===== config.mk =====
export PLATFORM = sky130hd
export DESIGN_NAME = fetch_queue_flat
export DESIGN_NICKNAME = d
export VERILOG_FILES = /design/src/rtl/fetch_queue_if.sv /design/src/rtl/fetch_queue.sv /design/src/flat_wrapper.sv
export SDC_FILE = /design/constraint.sdc
export NUM_CORES = 1
export LEC_CHECK = 0
export CELL_PAD_IN_SITES_DETAIL_PLACEMENT = 0
export CELL_PAD_IN_SITES_GLOBAL_PLACEMENT = 1
export CORE_ASPECT_RATIO = 1.4
export CORE_UTILIZATION = 40
export CTS_BUF_LIST = sky130_fd_sc_hd__clkbuf_2
export DETAILED_ROUTE_END_ITERATION = 6
export PLACE_DENSITY_LB_ADDON = 0.1
export SLEW_MARGIN = 20
export SYNTH_ARGS = -nofsm -noshare
export SYNTH_HDL_FRONTEND = slang
export SYNTH_SLANG_ARGS = --single-unit
export TNS_END_PERCENT = 100

===== constraint.sdc =====
create_clock -name clock -period 4.9 [get_ports clock]
set_clock_uncertainty 0.2 [all_clocks]
set_input_delay 1.225 -clock clock [delete_from_list [all_inputs] [get_ports clock]]
set_output_delay 1.225 -clock clock [all_outputs]
set_load 0.01 [all_outputs]

===== src/rtl/fetch_queue_if.sv =====
// rtl/fetch_queue_if.sv - Decode/instruction-memory signal bundle for fetch_queue
// if_misalign exists only when FETCH_ALIGN_CHECK_EN is defined.
interface fetch_queue_if #(
    parameter int ADDR_W  = 32,
    parameter int DATA_W  = 32,
    parameter int DEPTH   = 4,
    parameter int IMEM_AW = 7
);
    logic                       id_stall;
    logic                       id_if_selpcsource;
    logic [1:0]                 id_if_selpctype;
    logic [ADDR_W-1:0]          id_if_rega;
    logic [ADDR_W-1:0]          id_if_pcimd2ext;
    logic [ADDR_W-1:0]          id_if_pcindex;
    logic                       imem_req;
    logic [IMEM_AW-1:0]         imem_addr;
    logic [DATA_W-1:0]          imem_rdata;
    logic                       if_id_valid;
    logic [DATA_W-1:0]          if_id_instruc;
    logic [ADDR_W-1:0]          if_id_nextpc;
    logic [$clog2(DEPTH):0]     fq_count;
`ifdef FETCH_ALIGN_CHECK_EN
    logic                       if_misalign;
`endif

    modport master (
        input  id_stall, id_if_selpcsource, id_if_selpctype,
        input  id_if_rega, id_if_pcimd2ext, id_if_pcindex, imem_rdata,
`ifdef FETCH_ALIGN_CHECK_EN
        output if_misalign,
`endif
        output imem_req, imem_addr, if_id_valid, if_id_instruc, if_id_nextpc, fq_count
    );

    modport slave (
        output id_stall, id_if_selpcsource, id_if_selpctype,
        output id_if_rega, id_if_pcimd2ext, id_if_pcindex, imem_rdata,
`ifdef FETCH_ALIGN_CHECK_EN
        input  if_misalign,
`endif
        input  imem_req, imem_addr, if_id_valid, if_id_instruc, if_id_nextpc, fq_count
    );
endinterface


===== src/rtl/fetch_queue.sv =====
// rtl/fetch_queue.sv - instruction fetch stage with DEPTH-entry prefetch queue and redirect flush
// Optional misaligned-redirect trap enabled by FETCH_ALIGN_CHECK_EN.
module fetch_queue #(
    parameter int                ADDR_W     = 32,
    parameter int                DATA_W     = 32,
    parameter int                DEPTH      = 4,
    parameter int                IMEM_AW    = 7,
    parameter logic [ADDR_W-1:0] RESET_PC   = 'h0000_0000,
    parameter logic [ADDR_W-1:0] EXC_VECTOR = 'h0000_0040
) (
    input  logic          clock,
    input  logic          reset,
    fetch_queue_if.master bus
);
    localparam int PW = $clog2(DEPTH);
    localparam int CW = PW + 1;

    logic [ADDR_W-1:0] pc;
    logic              inflight;
    logic [ADDR_W-1:0] inflight_tag;

    logic [DATA_W-1:0] q_instr  [DEPTH];
    logic [ADDR_W-1:0] q_nextpc [DEPTH];
    logic [PW-1:0]     rd_ptr;
    logic [PW-1:0]     wr_ptr;
    logic [CW-1:0]     count;

    logic              out_valid;
    logic [DATA_W-1:0] out_instr;
    logic [ADDR_W-1:0] out_nextpc;

    logic              redirect;
    logic [ADDR_W-1:0] target_raw;
    logic [ADDR_W-1:0] target;
    logic [CW:0]       credit;
    logic              issue;
    logic              pop;
    logic              bypass;
    logic              push;

    assign redirect = bus.id_if_selpcsource;

    always_comb begin
        target_raw = bus.id_if_pcimd2ext;
        case (bus.id_if_selpctype)
            2'b00:   target_raw = bus.id_if_pcimd2ext;
            2'b01:   target_raw = bus.id_if_rega;
            2'b10:   target_raw = bus.id_if_pcindex;
            default: target_raw = EXC_VECTOR;
        endcase
    end

`ifdef FETCH_ALIGN_CHECK_EN
    logic misaligned;
    logic misalign_q;

    assign misaligned = (target_raw[1:0] != 2'b00);
    assign target     = misaligned ? EXC_VECTOR : target_raw;

    always_ff @(posedge clock) begin
        if (reset) begin
            misalign_q <= 1'b0;
        end else begin
            misalign_q <= redirect && misaligned;
        end
    end

    assign bus.if_misalign = misalign_q;
`else
    assign target = target_raw & ~ADDR_W'(3);
`endif

    // Credit counts the in-flight word too, so a push can never overflow the queue.
    assign credit = {1'b0, count} + (CW+1)'(inflight);
    assign issue  = !reset && !redirect && (credit < (CW+1)'(DEPTH));

    always_comb begin
        pop    = 1'b0;
        bypass = 1'b0;
        push   = 1'b0;
        if (!reset && !redirect) begin
            pop    = !bus.id_stall && (count != '0);
            bypass = !bus.id_stall && (count == '0) && inflight;
            push   = inflight && !bypass;
        end
    end

    always_ff @(posedge clock) begin
        if (push) begin
            q_instr[wr_ptr]  <= bus.imem_rdata;
            q_nextpc[wr_ptr] <= inflight_tag;
        end
    end

    always_ff @(posedge clock) begin
        if (reset) begin
            pc           <= RESET_PC;
            inflight     <= 1'b0;
            inflight_tag <= '0;
            rd_ptr       <= '0;
            wr_ptr       <= '0;
            count        <= '0;
            out_valid    <= 1'b0;
            out_instr    <= '0;
            out_nextpc   <= '0;
        end else if (redirect) begin
            // Flush: the in-flight response is dropped by clearing inflight.
            pc         <= target;
            inflight   <= 1'b0;
            rd_ptr     <= '0;
            wr_ptr     <= '0;
            count      <= '0;
            out_valid  <= 1'b0;
            out_nextpc <= target;
        end else begin
            if (issue) begin
                pc           <= pc + ADDR_W'(4);
                inflight     <= 1'b1;
                inflight_tag <= pc + ADDR_W'(4);
            end else begin
                inflight <= 1'b0;
            end

            if (!bus.id_stall) begin
                if (pop) begin
                    out_valid  <= 1'b1;
                    out_instr  <= q_instr[rd_ptr];
                    out_nextpc <= q_nextpc[rd_ptr];
                end else if (bypass) begin
                    out_valid  <= 1'b1;
                    out_instr  <= bus.imem_rdata;
                    out_nextpc <= inflight_tag;
                end else begin
                    out_valid  <= 1'b0;
                end
            end

            if (pop) begin
                rd_ptr <= rd_ptr + PW'(1);
            end
            if (push) begin
                wr_ptr <= wr_ptr + PW'(1);
            end
            count <= count + CW'(push) - CW'(pop);
        end
    end

    assign bus.imem_req      = issue;
    assign bus.imem_addr     = pc[IMEM_AW+1:2];
    assign bus.if_id_valid   = out_valid;
    assign bus.if_id_instruc = out_instr;
    assign bus.if_id_nextpc  = out_nextpc;
    assign bus.fq_count      = count;
endmodule


===== src/flat_wrapper.sv =====
// flat-port wrapper written by rule: the top's interface ports become plain ports
module fetch_queue_flat 
#(
    parameter int                ADDR_W     = 32,
    parameter int                DATA_W     = 32,
    parameter int                DEPTH      = 4,
    parameter int                IMEM_AW    = 7,
    parameter logic [ADDR_W-1:0] RESET_PC   = 'h0000_0000,
    parameter logic [ADDR_W-1:0] EXC_VECTOR = 'h0000_0040
)
  (clock, reset, bus_id_stall, bus_id_if_selpcsource, bus_id_if_selpctype, bus_id_if_rega, bus_id_if_pcimd2ext, bus_id_if_pcindex, bus_imem_rdata, bus_imem_req, bus_imem_addr, bus_if_id_valid, bus_if_id_instruc, bus_if_id_nextpc, bus_fq_count);
  fetch_queue_if #(.ADDR_W(ADDR_W), .DATA_W(DATA_W), .DEPTH(DEPTH), .IMEM_AW(IMEM_AW)) bus_i ();
  input  logic clock;
  input  logic reset;
  input wire logic [$bits(bus_i.id_stall)-1:0] bus_id_stall;
  input wire logic [$bits(bus_i.id_if_selpcsource)-1:0] bus_id_if_selpcsource;
  input wire logic [$bits(bus_i.id_if_selpctype)-1:0] bus_id_if_selpctype;
  input wire logic [$bits(bus_i.id_if_rega)-1:0] bus_id_if_rega;
  input wire logic [$bits(bus_i.id_if_pcimd2ext)-1:0] bus_id_if_pcimd2ext;
  input wire logic [$bits(bus_i.id_if_pcindex)-1:0] bus_id_if_pcindex;
  input wire logic [$bits(bus_i.imem_rdata)-1:0] bus_imem_rdata;
  output wire logic [$bits(bus_i.imem_req)-1:0] bus_imem_req;
  output wire logic [$bits(bus_i.imem_addr)-1:0] bus_imem_addr;
  output wire logic [$bits(bus_i.if_id_valid)-1:0] bus_if_id_valid;
  output wire logic [$bits(bus_i.if_id_instruc)-1:0] bus_if_id_instruc;
  output wire logic [$bits(bus_i.if_id_nextpc)-1:0] bus_if_id_nextpc;
  output wire logic [$bits(bus_i.fq_count)-1:0] bus_fq_count;
  assign bus_i.id_stall = bus_id_stall;
  assign bus_i.id_if_selpcsource = bus_id_if_selpcsource;
  assign bus_i.id_if_selpctype = bus_id_if_selpctype;
  assign bus_i.id_if_rega = bus_id_if_rega;
  assign bus_i.id_if_pcimd2ext = bus_id_if_pcimd2ext;
  assign bus_i.id_if_pcindex = bus_id_if_pcindex;
  assign bus_i.imem_rdata = bus_imem_rdata;
  assign bus_imem_req = bus_i.imem_req;
  assign bus_imem_addr = bus_i.imem_addr;
  assign bus_if_id_valid = bus_i.if_id_valid;
  assign bus_if_id_instruc = bus_i.if_id_instruc;
  assign bus_if_id_nextpc = bus_i.if_id_nextpc;
  assign bus_fq_count = bus_i.fq_count;
  fetch_queue #(.ADDR_W(ADDR_W), .DATA_W(DATA_W), .DEPTH(DEPTH), .IMEM_AW(IMEM_AW), .RESET_PC(RESET_PC), .EXC_VECTOR(EXC_VECTOR)) u_core (.clock(clock), .reset(reset), .bus(bus_i));
endmodule

* Word-level counts from Yosys, hierarchy flattened *
Memory sizes are Yosys's and may differ from the RTL's. A register that Yosys moved wholly into a read port is not among the register bits.
Index checks and enable logic that the tools add are counted.

storage, ports and cells
  ROM bits = 0
  logic and storage cells = 67
  output and inout port bits = 76
  RAM bits = 256
  memories = 2
  register bits = 137
  bits in latches = 0

cells by class
  bitwise logic cells = 2
  add/subtract/negate cells = 6
  $lt $le $gt $ge = 1
  multiplexer cells = 21
  divide/modulo/power cells = 0
  equal/unequal tests = 3
  reduce and logical (&&, ||, !) cells = 21
  multiply operators = 0
  shift operators = 0

memories
  name             words  width  rd ports  clocked after memory_dff  write ports  line               source
  u_core.q_instr   4      32     1         1                         1            fetch_queue.sv:22  logic [DATA_W-1:0] q_instr [DEPTH];
  u_core.q_nextpc  4      32     1         1                         1            fetch_queue.sv:23  logic [ADDR_W-1:0] q_nextpc [DEPTH];

operators by type and width
  kind                   number
  $mux 32                8
  $pmux 32 s3            1
  $add 32x3->32 const B  1
  $mux 1                 8
  $mux 2                 4
  $logic_and 1x1->1      6
  $reduce_and 2->1       3
  $reduce_bool 3->1      2
  $add 2x1->2 const B    2
  $add 3x1->4            1
  $logic_not 1->1        4
  $lt 4x3->1 const B     1
  $reduce_bool 2->1      2
  $add 3x1->3            1
  $logic_not 3->1        1
  $reduce_and 3->1       1
  $sub 3x1->3            1
  $eq 2x1->1 const B     1
  $eq 2x2->1 const B     1
  $logic_not 2->1        1
  $ne 2x1->1 const B     1
  $not 1->1              2
  $reduce_or 2->1        1

* Logic depth before layout (Yosys ltp) *
Gate-level depths: netlist of run 1.

  depth after elaboration = 8
  mapped depth = 11

* Worst setup path after synthesis of run 1 *
No wires, ideal clock.

  path kind = input-to-reg
  start = in reset
  end = mem u_core.q_instr[0][0] (enable)
  setup slack = 737 ps
  data arrival time = 3537 ps
  stages on the path = 5
  library setup time = 426 ps
  path through = buf_2 nor2_1 o211a_1 clkbuf_1 and2_1

between the ends
  cells in the longest elaborated chain, start to end = 5

RTL lines
  what                          line                source
  from (decl)                   flat_wrapper.sv:14  input logic reset;
  $logic_not 1->1               fetch_queue.sv:81   if (!reset && !redirect) begin
  $logic_and 1x1->1             fetch_queue.sv:81
  $mux 1                        fetch_queue.sv:81
  $mux 1                        fetch_queue.sv:89   if (push) begin
  $mux 1 (implied by the code)  fetch_queue.sv:90   q_instr[wr_ptr] <= bus.imem_rdata;
  to (decl)                     fetch_queue.sv:22

Every way passes these cells.

* Final worst setup path of run 1 *
  start = reg u_core.count[2], in the netlist u_core.bus.fq_count[2]
  end = out bus_imem_req

between the ends
  cells in the longest elaborated chain, start to end = 3

RTL lines
  what                    line                source
  from (decl)             fetch_queue.sv:26   logic [CW-1:0] count;
  from (signal assigned)  fetch_queue.sv:144  count <= count + CW'(push) - CW'(pop);
  $add 3x1->4             fetch_queue.sv:74   assign credit = {1'b0, count} + (CW+1)'(inflight);
  $lt 4x3->1              fetch_queue.sv:75   assign issue = !reset && !redirect && (credit < (CW+1)'(DEPTH));
  $logic_and 1x1->1       fetch_queue.sv:75
  to (decl)               flat_wrapper.sv:22  output wire logic [$bits(bus_i.imem_req)-1:0] bus_imem_req;

Every way passes these cells.

==> results of run 1 <==
-- metrics by stage --
stage / instance area, um2 / worst slack (ps) / std cells / total power (uW)
6_report: 19700 / 749 / 2049 / 6170
4_1_cts: 19700 / 591 / 2047 / 6280
5_1_grt: 19700 / 500 / 2048 / 6490
2_1_floorplan: 16200 / 737 / 1208 / 3830
3_3_place_gp: 18800 / 469 / 1876 / 4090
3_5_place_dp: 18800 / 480 / 1876 / 4100
-- cells by family after synthesis --
| logic type | share of synthesized area, % |
|---|---|
| flip-flops | 62.3 |
| AND/OR/NAND/NOR | 9.00 |
| AO/OA/AOI/OAI | 10.4 |
| multiplexers | 11.8 |
| buffers and inverters | 3.17 |
| XOR/XNOR | 2.54 |
| adder cells (fa/ha/maj) | 0.741 |
| other | 0.0231 |
-- synth_stat cells, types with 7 or more instances --
cell type / n
sky130_fd_sc_hd__xor2_1: 20
sky130_fd_sc_hd__mux4_2: 62
sky130_fd_sc_hd__o22ai_1: 8
sky130_fd_sc_hd__mux2_2: 20
sky130_fd_sc_hd__dfxtp_1: 133
sky130_fd_sc_hd__and2_1: 8
sky130_fd_sc_hd__o21ai_0: 37
sky130_fd_sc_hd__a21oi_1: 54
sky130_fd_sc_hd__nor4_1: 7
sky130_fd_sc_hd__a311oi_1: 36
sky130_fd_sc_hd__inv_1: 13
sky130_fd_sc_hd__a211oi_1: 33
sky130_fd_sc_hd__and3_1: 10
sky130_fd_sc_hd__edfxtp_1: 248
sky130_fd_sc_hd__nor2_1: 86
sky130_fd_sc_hd__nor3_1: 10
sky130_fd_sc_hd__xnor2_1: 27
sky130_fd_sc_hd__clkbuf_1: 49
sky130_fd_sc_hd__buf_4: 13
sky130_fd_sc_hd__ha_1: 8
sky130_fd_sc_hd__o211ai_1: 23
sky130_fd_sc_hd__mux2i_1: 29
sky130_fd_sc_hd__nand2_1: 127
sky130_fd_sc_hd__o211a_1: 14
sky130_fd_sc_hd__buf_2: 26
sky130_fd_sc_hd__nand3_1: 16
-- routing by layer --
| metal | up-vias | GRT usage (%) | part of all wire [%] |
|---|---|---|---|
| li1 | 5149 | - | - |
| met1 | 5102 | 24.9 | 42 |
| met2 | 314 | 35.4 | 52 |
| met3 | 41 | 4.10 | 4.6 |
| met4 | 0 | 6.22 | 1.6 |
| met5 | - | 0 | 0 |
-- area by class of cell --
cell class              instances  area, um2  area share [%]
flip-flops and latches        381      10100            51.3
repair buffers                235       2370            12.0
inverters                      17       63.8           0.324
well taps                     528        661            3.35
clock buffers                 142        711            3.60
multi-input cells             716       5610            28.5
clock inverters                28        184           0.933
diodes                          2       5.00          0.0254
-- power by group --
part	total (uW)	leakage [uW]	internal, uW	switching [uW]
Clock	2160	0.000677	923	1230
Sequential	3540	0.00332	3480	64.0
Combinational	476	0.00273	244	232
-- critical path, delay by kind of cell, from the launching register on --
family / cells / cell delay [ps]
fa+ha+maj: 1 / 260
compound gates: 1 / 270
simple gates: 1 / 200
buf+inv: 2 / 550
flops: 1 / 490
-- path summary, 6_finish.rpt --
path / start / end / slack, ps
hold reg to reg: u_core.bus.if_id_nextpc[8] / u_core.bus.if_id_nextpc[8] / 260
setup reg to reg: u_core.bus.fq_count[2] / u_core.q_instr[2][8] / 2200
setup / recovery: u_core.bus.fq_count[2] / bus_imem_req / 750
hold / removal: u_core.bus.if_id_nextpc[8] / u_core.bus.if_id_nextpc[8] / 260
-- repair_timing --
item	CTS	global route
setup buffers	1	0
endpoints found under the hold margin	0	0
endpoints found under the setup margin	1	0
hold buffers	0	0
-- flip-flops by register name, summed over array words and instances (netlist names), 2 cells and up, named ones only --
| signal | count |
|---|---|
| u_core.q_instr | 128 |
| u_core.pc | 30 |
| u_core.rd_ptr | 2 |
| u_core.inflight_tag | 30 |
| u_core.wr_ptr | 2 |
| u_core.bus.if_id_nextpc | 30 |
| u_core.bus.fq_count | 3 |
| u_core.bus.if_id_instruc | 32 |
| u_core.q_nextpc | 120 |
==> results.py, run 1 <==
metrics = {
    "run_status": {
        "run_status": "completed",
    },
    "grt": {
        "overflow_left_after_global_routing": 0,
        "grt_antenna_before_repair": 1,
        "grt_start_max_net_pins": 72,
        "grt_pass1_wl_mm": 62.4,
        "total_routing_usage_gr_pct": 20.2,
        "grt_pass1_vias": 11000,
    },
    "floorplanning": {
        "floorplan.die.height_um": 240,
        "core_area_mm2": 0.0397,
        "rows": 86,
        "io_pins": 210,
        "floorplan.die_area_mm2": 0.0414,
        "die_w_um": 172,
        "start_util_pct": 40.8,
    },
    "final_layout": {
        "fin_nets": 1586,
        "layout.core_utilization_pct": 49.7,
        "fillerInstances": 3611,
        "most-common-layout-cells": "248 x sky130_fd_sc_hd__edfxtp_1, 198 x sky130_fd_sc_hd__clkdlybuf4s50_1, 142 x sky130_fd_sc_hd__clkbuf_2",
        "area_growth_syn_to_layout_pct": 21.6,
        "layout.cells.most_common": "sky130_fd_sc_hd__edfxtp_1",
        "layout-drive-gt1-share_pct": 19.5,
    },
    "critical_path": {
        "critical_path_peak_fanout": 9,
        "worstPathCellList": "ha_1 > and3b_1 > a22oi_2 > inv_2 > clkdlybuf4s50_1",
        "cp_slowest_stage_delay_ps": 490,
        "worst_r2r_path_depth": 4,
        "timing.critical_path.from_type": "register",
        "worst-endpoint-arrival_ps": 2730,
        "critical_path_class": "register to output port",
        "end_kind": "output port",
        "cp_data_required_time_ps": 3470,
        "slowest_stage": "sky130_fd_sc_hd__dfxtp_1",
    },
    "hold_path": {
        "min-delay-path-class": "register to register",
        "timing.hold.worst_path_depth": 2,
    },
    "clocking": {
        "clock_network_latency_to_the_later_pin_of_the_worst_skew_pair_ps": 960,
        "cts-resized-gates": 0,
        "cts_inserted_buffers": 92,
        "clk_pin_slew_worst_paths_ps": 110,
        "h-tree-depth": 3,
        "clock_path_buffers": 3,
        "sinks_on_the_clock_net": 381,
        "cts_root_buffer": "sky130_fd_sc_hd__clkbuf_2",
        "tritoncts": "built",
    },
    "timing": {
        "final.setup.tns_ps": 0,
        "final_min_period_over_clock_period_pct": 84.7,
        "grt_setup_unrepaired": "false",
        "final_critical_path_required_period_ps": 4150,
        "clock.fmax_mhz": 241,
        "report.final.setup_viol": 0,
        "whs_ps": 261,
        "max_slew.worst_pin.slew_ps": 946,
        "drv_slew": 0,
        "max_slew_headroom_pct": 36.9,
        "hold_viol": 0,
    },
    "synth": {
        "synth-async-reset-ratio_pct": 0,
        "netlist_area_mm2": 0.0162,
        "synth_top_area_cell": "sky130_fd_sc_hd__edfxtp_1",
        "ys_ff_latch": 381,
        "dominantRegCellSynth": "sky130_fd_sc_hd__edfxtp_1",
        "synth_enable_flop_cells": 248,
        "synthDominantCellAreaShare_pct": 45.9,
        "syn-instance-count": 1207,
        "synth.distinct_cells": 67,
        "synth_top_cells_by_area": "sky130_fd_sc_hd__edfxtp_1 46%, sky130_fd_sc_hd__dfxtp_1 16%, sky130_fd_sc_hd__mux4_2 8.6%",
        "ys_seq_area_share_pct": 62.3,
        "ys_warn_count": 0,
        "avgSynthCellArea_um2": 13.4,
    },
    "placed_design": {
        "portBuffers": 201,
        "globalplace.congestion": 0.756,
        "place_hpwl_mm": 26.2,
    },
    "power_and_ir_drop": {
        "vdd_ir_drop_max_uv": 147,
        "power-per-cell-area_mw_per_mm2": 313,
        "p_leak_uw": 0.00672,
    },
    "detailed_routing": {
        "totalWireLength_mm": 40.1,
        "wl_per_cell_um": 19.6,
        "via_per_inst": 5.18,
        "detailedRoute.firstPassIterationCount": 5,
        "drt_drc_violations_left": 0,
        "postRouteAntennaNets": 0,
        "detailedRoute.firstIterationViolations": 583,
        "via_count": 10600,
    },
    "flow_run": {
        "drv.max_cap_violation_count": 0,
    },
}
(Power assumes the default switching activity.)
==> run 2, diff against run 1 <==
- clock period: 4.9 -> 4.35 ns (I/O delays scaled with it)
==> results.py, run 2 (synthesis results as in run 1) <==
metrics = {
    "grt": {
        "grt_pass1_wl_mm": 62.2,
        "grt_pass1_vias": 10900,
        "globalRouteMet1Util_pct": 25.0,
        "met2_usage_pct": 34.9,
        "grt_antenna_before_repair": 1,
        "busiest_layer": "met2",
        "grt_start_max_net_pins": 72,
        "overflow_left_after_global_routing": 0,
        "met3_usage_pct": 3.56,
        "total_routing_usage_gr_pct": 20.2,
    },
    "timing": {
        "final_min_period_over_clock_period_pct": 90.3,
        "hold_viol": 0,
        "final.setup.tns_ps": 0,
        "clock.fmax_mhz": 254,
        "setup_ws_ps": 421,
        "max_slew.worst_pin.slew_ps": 917,
        "grt_setup_unrepaired": "false",
        "drv_slew": 0,
        "max_slew_headroom_pct": 38.9,
        "report.final.setup_viol": 0,
        "final_critical_path_required_period_ps": 3930,
    },
    "clocking": {
        "clk_pin_slew_worst_paths_ps": 100,
        "clock_path_buffers": 3,
        "ctsHoldBuffers": 0,
        "sinks_on_the_clock_net": 381,
        "postCtsSetupRepairBufs": 0,
        "clock_network_latency_to_the_later_pin_of_the_worst_skew_pair_ps": 950,
        "cts-resized-gates": 0,
        "h-tree-depth": 3,
        "cts_inserted_buffers": 94,
        "tritoncts": "built",
        "cts_root_buffer": "sky130_fd_sc_hd__clkbuf_2",
    },
    "final_layout": {
        "layout.cells.most_common": "sky130_fd_sc_hd__edfxtp_1",
        "layout-drive-gt1-share_pct": 18.9,
        "area_of_the_multi_input_gates_mm2": 0.00562,
        "most-common-layout-cells": "248 x sky130_fd_sc_hd__edfxtp_1, 198 x sky130_fd_sc_hd__clkdlybuf4s50_1, 137 x sky130_fd_sc_hd__clkbuf_2",
        "register_area_mm2": 0.0101,
        "fin_nets": 1584,
        "area_growth_syn_to_layout_pct": 21.2,
        "fillerInstances": 3596,
        "largest-register": "u_core.q_instr",
        "largest_reg_flops": 128,
    },
    "detailed_routing": {
        "drt_drc_violations_left": 0,
        "postRouteAntennaNets": 0,
        "wl_per_cell_um": 19.6,
        "via_per_inst": 5.24,
        "via_count": 10700,
        "totalWireLength_mm": 40.1,
        "detailedRoute.firstPassIterationCount": 5,
        "detailedRoute.firstIterationViolations": 458,
    },
    "power_and_ir_drop": {
        "vdd_ir_drop_max_uv": 129,
        "power-per-cell-area_mw_per_mm2": 349,
        "p_seq_share_pct": 58.2,
        "power_frac_clock_pct": 33.9,
        "netSwitchingFraction_pct": 25.6,
        "switching_power_uw": 1750,
        "power_report.internal_total_uw": 5100,
        "comb_power_share_pct": 7.9,
        "p_leak_uw": 0.00668,
    },
    "floorplanning": {
        "io_pins": 210,
        "start_util_pct": 40.8,
        "floorplan.die_area_mm2": 0.0414,
        "rows": 86,
        "floorplan.die.height_um": 240,
        "core_area_mm2": 0.0397,
        "die_w_um": 172,
    },
    "critical_path": {
        "critical_path_class": "register to output port",
        "worst-endpoint-arrival_ps": 2640,
        "critical_path_peak_fanout": 9,
        "timing.critical_path.from_type": "register",
        "end_kind": "output port",
        "cp_data_required_time_ps": 3060,
    },
    "placed_design": {
        "place_hpwl_mm": 25.1,
        "preCtsSetupSlack_ps": 718,
        "portBuffers": 201,
        "globalplace.congestion": 0.760,
    },
    "hold_path": {
        "min-delay-path-class": "register to register",
    },
    "run_status": {
        "run_status": "completed",
    },
    "flow_run": {
        "drv.max_cap_violation_count": 0,
    },
}
## run 2: cell types whose count changed in the layout (fill, tap and decap cells not counted)
cell,change
sky130_fd_sc_hd__bufinv_16,-2
sky130_fd_sc_hd__clkinv_2,+1
sky130_fd_sc_hd__nor2_4,+1
sky130_fd_sc_hd__buf_12,+1
sky130_fd_sc_hd__buf_4,-5
sky130_fd_sc_hd__clkinv_1,+9
sky130_fd_sc_hd__inv_2,+1
sky130_fd_sc_hd__diode_2,-1
sky130_fd_sc_hd__nor2_2,-1
sky130_fd_sc_hd__clkbuf_2,-5
## run 2: final timing paths
kind         cells past startpoint  slack, ps                        start                           end
max                              5        420       u_core.bus.fq_count[2]                  bus_imem_req
min                              2        260  u_core.bus.if_id_nextpc[10]   u_core.bus.if_id_nextpc[10]
max reg2reg                      4       1710                     register  u_core.bus.if_id_instruc[28]
min reg2reg                      2        260  u_core.bus.if_id_nextpc[10]   u_core.bus.if_id_nextpc[10]
## run 2: layer usage
metal	vias to the layer above	share of wire (%)	wire length (um)
met5	-	0	0
met4	0	1.9	776
met3	48	4.9	1980
met2	321	51	20400
met1	5209	42	17000
li1	5153	-	-
## run 2: critical path, stage by stage (launching register included)
cell	delay (ps)
sky130_fd_sc_hd__dfxtp_1	490
sky130_fd_sc_hd__ha_1	260
sky130_fd_sc_hd__and3b_1	200
sky130_fd_sc_hd__a22oi_2	200
sky130_fd_sc_hd__inv_2	70
sky130_fd_sc_hd__clkdlybuf4s50_1	490
## run 2: area by class of cell
type,instances,share of cell area [%]
antenna,1,0.0127
clock buffer,137,3.49
clock inverter,37,0.846
inverter,17,0.325
multi-input combinational,716,28.6
sequential,381,51.4
tap,528,3.36
timing repair buffer,231,12.0
## run 2: per-stage QoR
stage,instance area [um2],std cells,power [uW],hold WS (ps),util (%)
final,19700,2048,6850,259,49.5
after global routing,19700,2048,7210,288,49.5
after CTS,19700,2047,6990,263,49.5
after detailed placement,18800,1873,4620,249,47.4
after global placement,18800,1873,4610,244,47.3
after floorplan,16200,1208,4320,271,-
## run 2: power by group through the flow
| stage | clock, uW | sequential, uW | combinational [uW] |
|---|---|---|---|
| final | 2320 | 3990 | 541 |
| after global placement | 0 | 4070 | 543 |
| after CTS | 2450 | 3990 | 550 |
| after floorplan | 0 | 4060 | 254 |
| after detailed placement | 0 | 4070 | 548 |
| after global routing | 2620 | 4000 | 595 |
==> run 3, diff against run 2 <==
- REMOVE_ABC_BUFFERS: default -> 1
==> results.py, run 3 (synthesis results as in run 1) <==
metrics = {
    "timing": {
        "hold_viol": 0,
        "setup_ws_ps": 245,
        "grt_setup_unrepaired": "false",
        "max_slew_headroom_pct": 42.9,
        "final_critical_path_required_period_ps": 4110,
        "drv_slew": 0,
        "final_min_period_over_clock_period_pct": 94.4,
        "max_slew.worst_pin.slew_ps": 857,
        "whs_ps": 181,
        "final.setup.tns_ps": 0,
        "clock.fmax_mhz": 244,
        "report.final.setup_viol": 0,
    },
    "detailed_routing": {
        "via_count": 10900,
        "postRouteAntennaNets": 0,
        "drt_drc_violations_left": 0,
        "wl_per_cell_um": 20.9,
        "totalWireLength_mm": 43.0,
        "via_per_inst": 5.31,
        "detailedRoute.firstPassIterationCount": 4,
        "detailedRoute.firstIterationViolations": 661,
    },
    "final_layout": {
        "largest_reg_flops": 128,
        "fin_nets": 1592,
        "most-common-layout-cells": "248 x sky130_fd_sc_hd__edfxtp_1, 198 x sky130_fd_sc_hd__clkdlybuf4s50_1, 138 x sky130_fd_sc_hd__clkbuf_2",
        "layout.cells.most_common": "sky130_fd_sc_hd__edfxtp_1",
        "fillerInstances": 3563,
        "area_growth_syn_to_layout_pct": 22.1,
        "largest-register": "u_core.q_instr",
        "layout-drive-gt1-share_pct": 20.0,
    },
    "clocking": {
        "cts_inserted_buffers": 93,
        "h-tree-depth": 3,
        "sinks_on_the_clock_net": 381,
        "clk_pin_slew_worst_paths_ps": 100,
        "postCtsSetupRepairBufs": 0,
        "tritoncts": "built",
        "clock_network_latency_to_the_later_pin_of_the_worst_skew_pair_ps": 990,
        "cts_root_buffer": "sky130_fd_sc_hd__clkbuf_2",
        "clock_path_buffers": 3,
    },
    "grt": {
        "overflow_left_after_global_routing": 0,
        "grt_start_max_net_pins": 72,
        "grt_antenna_before_repair": 4,
        "grt_pass1_vias": 11100,
        "grt_pass1_wl_mm": 64.4,
        "total_routing_usage_gr_pct": 21.3,
    },
    "floorplanning": {
        "rows": 86,
        "die_w_um": 172,
        "io_pins": 210,
        "floorplan.die.height_um": 240,
        "start_util_pct": 40.8,
        "core_area_mm2": 0.0397,
        "floorplan.die_area_mm2": 0.0414,
    },
    "critical_path": {
        "cp_data_required_time_ps": 3060,
        "timing.critical_path.from_type": "register",
        "end_kind": "output port",
        "critical_path_peak_fanout": 9,
        "cp_slowest_stage_delay_ps": 510,
        "worstPathCellList": "ha_1 > and3b_1 > a22oi_2 > inv_2 > clkdlybuf4s50_1",
        "critical_path.top_delay_family": "buffers and inverters",
        "worst_r2r_path_depth": 7,
        "worstPathBufferInverterCount": 2,
        "worst-endpoint-arrival_ps": 2820,
        "ff2ff_setup_slack_ps": 1700,
        "reg2reg_to": "u_core.pc[29]",
        "slowest_stage": "sky130_fd_sc_hd__dfxtp_1",
        "critical_path_class": "register to output port",
        "worst_r2r_startpoint": "u_core.bus.fq_count[0]",
    },
    "power_and_ir_drop": {
        "vdd_ir_drop_max_uv": 159,
        "p_leak_uw": 0.00676,
        "design_power_total_uw": 7020,
        "power-per-cell-area_mw_per_mm2": 355,
    },
    "placed_design": {
        "preCtsSetupSlack_ps": 603,
        "place_hpwl_mm": 27.5,
        "portBuffers": 201,
        "globalplace.congestion": 0.773,
    },
    "hold_path": {
        "min_from": "reset",
        "timing.hold.worst_path_depth": 2,
        "min-delay-path-class": "input port to register",
        "hold_end": "u_core.bus.if_id_nextpc[18]",
    },
    "run_status": {
        "run_status": "completed",
    },
    "flow_run": {
        "drv.max_cap_violation_count": 0,
    },
}
[run 3: changes by cell type in the layout (fill, tap and decap cells not counted), sizes merged]
cell / delta
buf: +9
bufinv: +2
clkbuf: +1
clkinv: -4
clkinvlp: +1
diode: +1
[run 3: final cells by class]
cell class | count | area [um2] | area share (%)
antenna | 2 | 5.00 | 0.0253
timing repair buffer | 240 | 2400 | 12.1
clock buffer | 138 | 691 | 3.49
sequential | 381 | 10100 | 51.1
multi-input combinational | 716 | 5630 | 28.4
inverter | 17 | 63.8 | 0.322
clock inverter | 36 | 225 | 1.14
tap | 528 | 661 | 3.34
[run 3: worst max-delay path by stage]
stage	cells after the start	slack [ps]	to	from
after floorplan	9	170	u_core.bus.fq_count[2]	bus_id_stall
after global placement	5	600	bus_imem_req	reset
after detailed placement	5	600	bus_imem_req	reset
after CTS	5	40	bus_imem_req	u_core.bus.fq_count[1]
after global routing	5	20	bus_imem_req	u_core.bus.fq_count[2]
final	5	240	bus_imem_req	u_core.bus.fq_count[2]
[run 3: metal layers]
metal,vias up,wire (um),GRT usage [%]
li1,5160,-,-
met5,-,0,0
met1,5375,17800,25.9
met2,322,22100,37.0
met4,0,1030,8.02
met3,72,2050,4.13
[run 3: where the power goes]
| group | internal [uW] | total [uW] | switching (uW) |
|---|---|---|---|
| combinational | 278 | 553 | 275 |
| sequential | 3920 | 3990 | 74.4 |
| clock | 1030 | 2480 | 1440 |
| total | 5230 | 7020 | 1790 |
[run 3: worst reg2reg max path, delay by kind of cell (launching register included)]
| kind | cells | cell delay (ps) |
|---|---|---|
| AO/OA/AOI/OAI | 2 | 410 |
| XOR/XNOR | 1 | 180 |
| flip-flops | 1 | 460 |
| buffers and inverters | 2 | 700 |
| AND/OR/NAND/NOR | 2 | 610 |
[run 3: what timing repair did]
item / CTS / global route
resized for setup: 0 / 1
endpoints found under the setup margin: 0 / 1
hold buffers: 0 / 0
[run 3: through the flow]
step           utilization, %  std cells  area [um2]
4_1_cts                  49.8       2056       19800
3_3_place_gp             47.5       1882       18900
2_1_floorplan               -       1114       15800
6_report                 49.9       2058       19800
3_5_place_dp             47.5       1882       18900
5_1_grt                  49.8       2057       19800
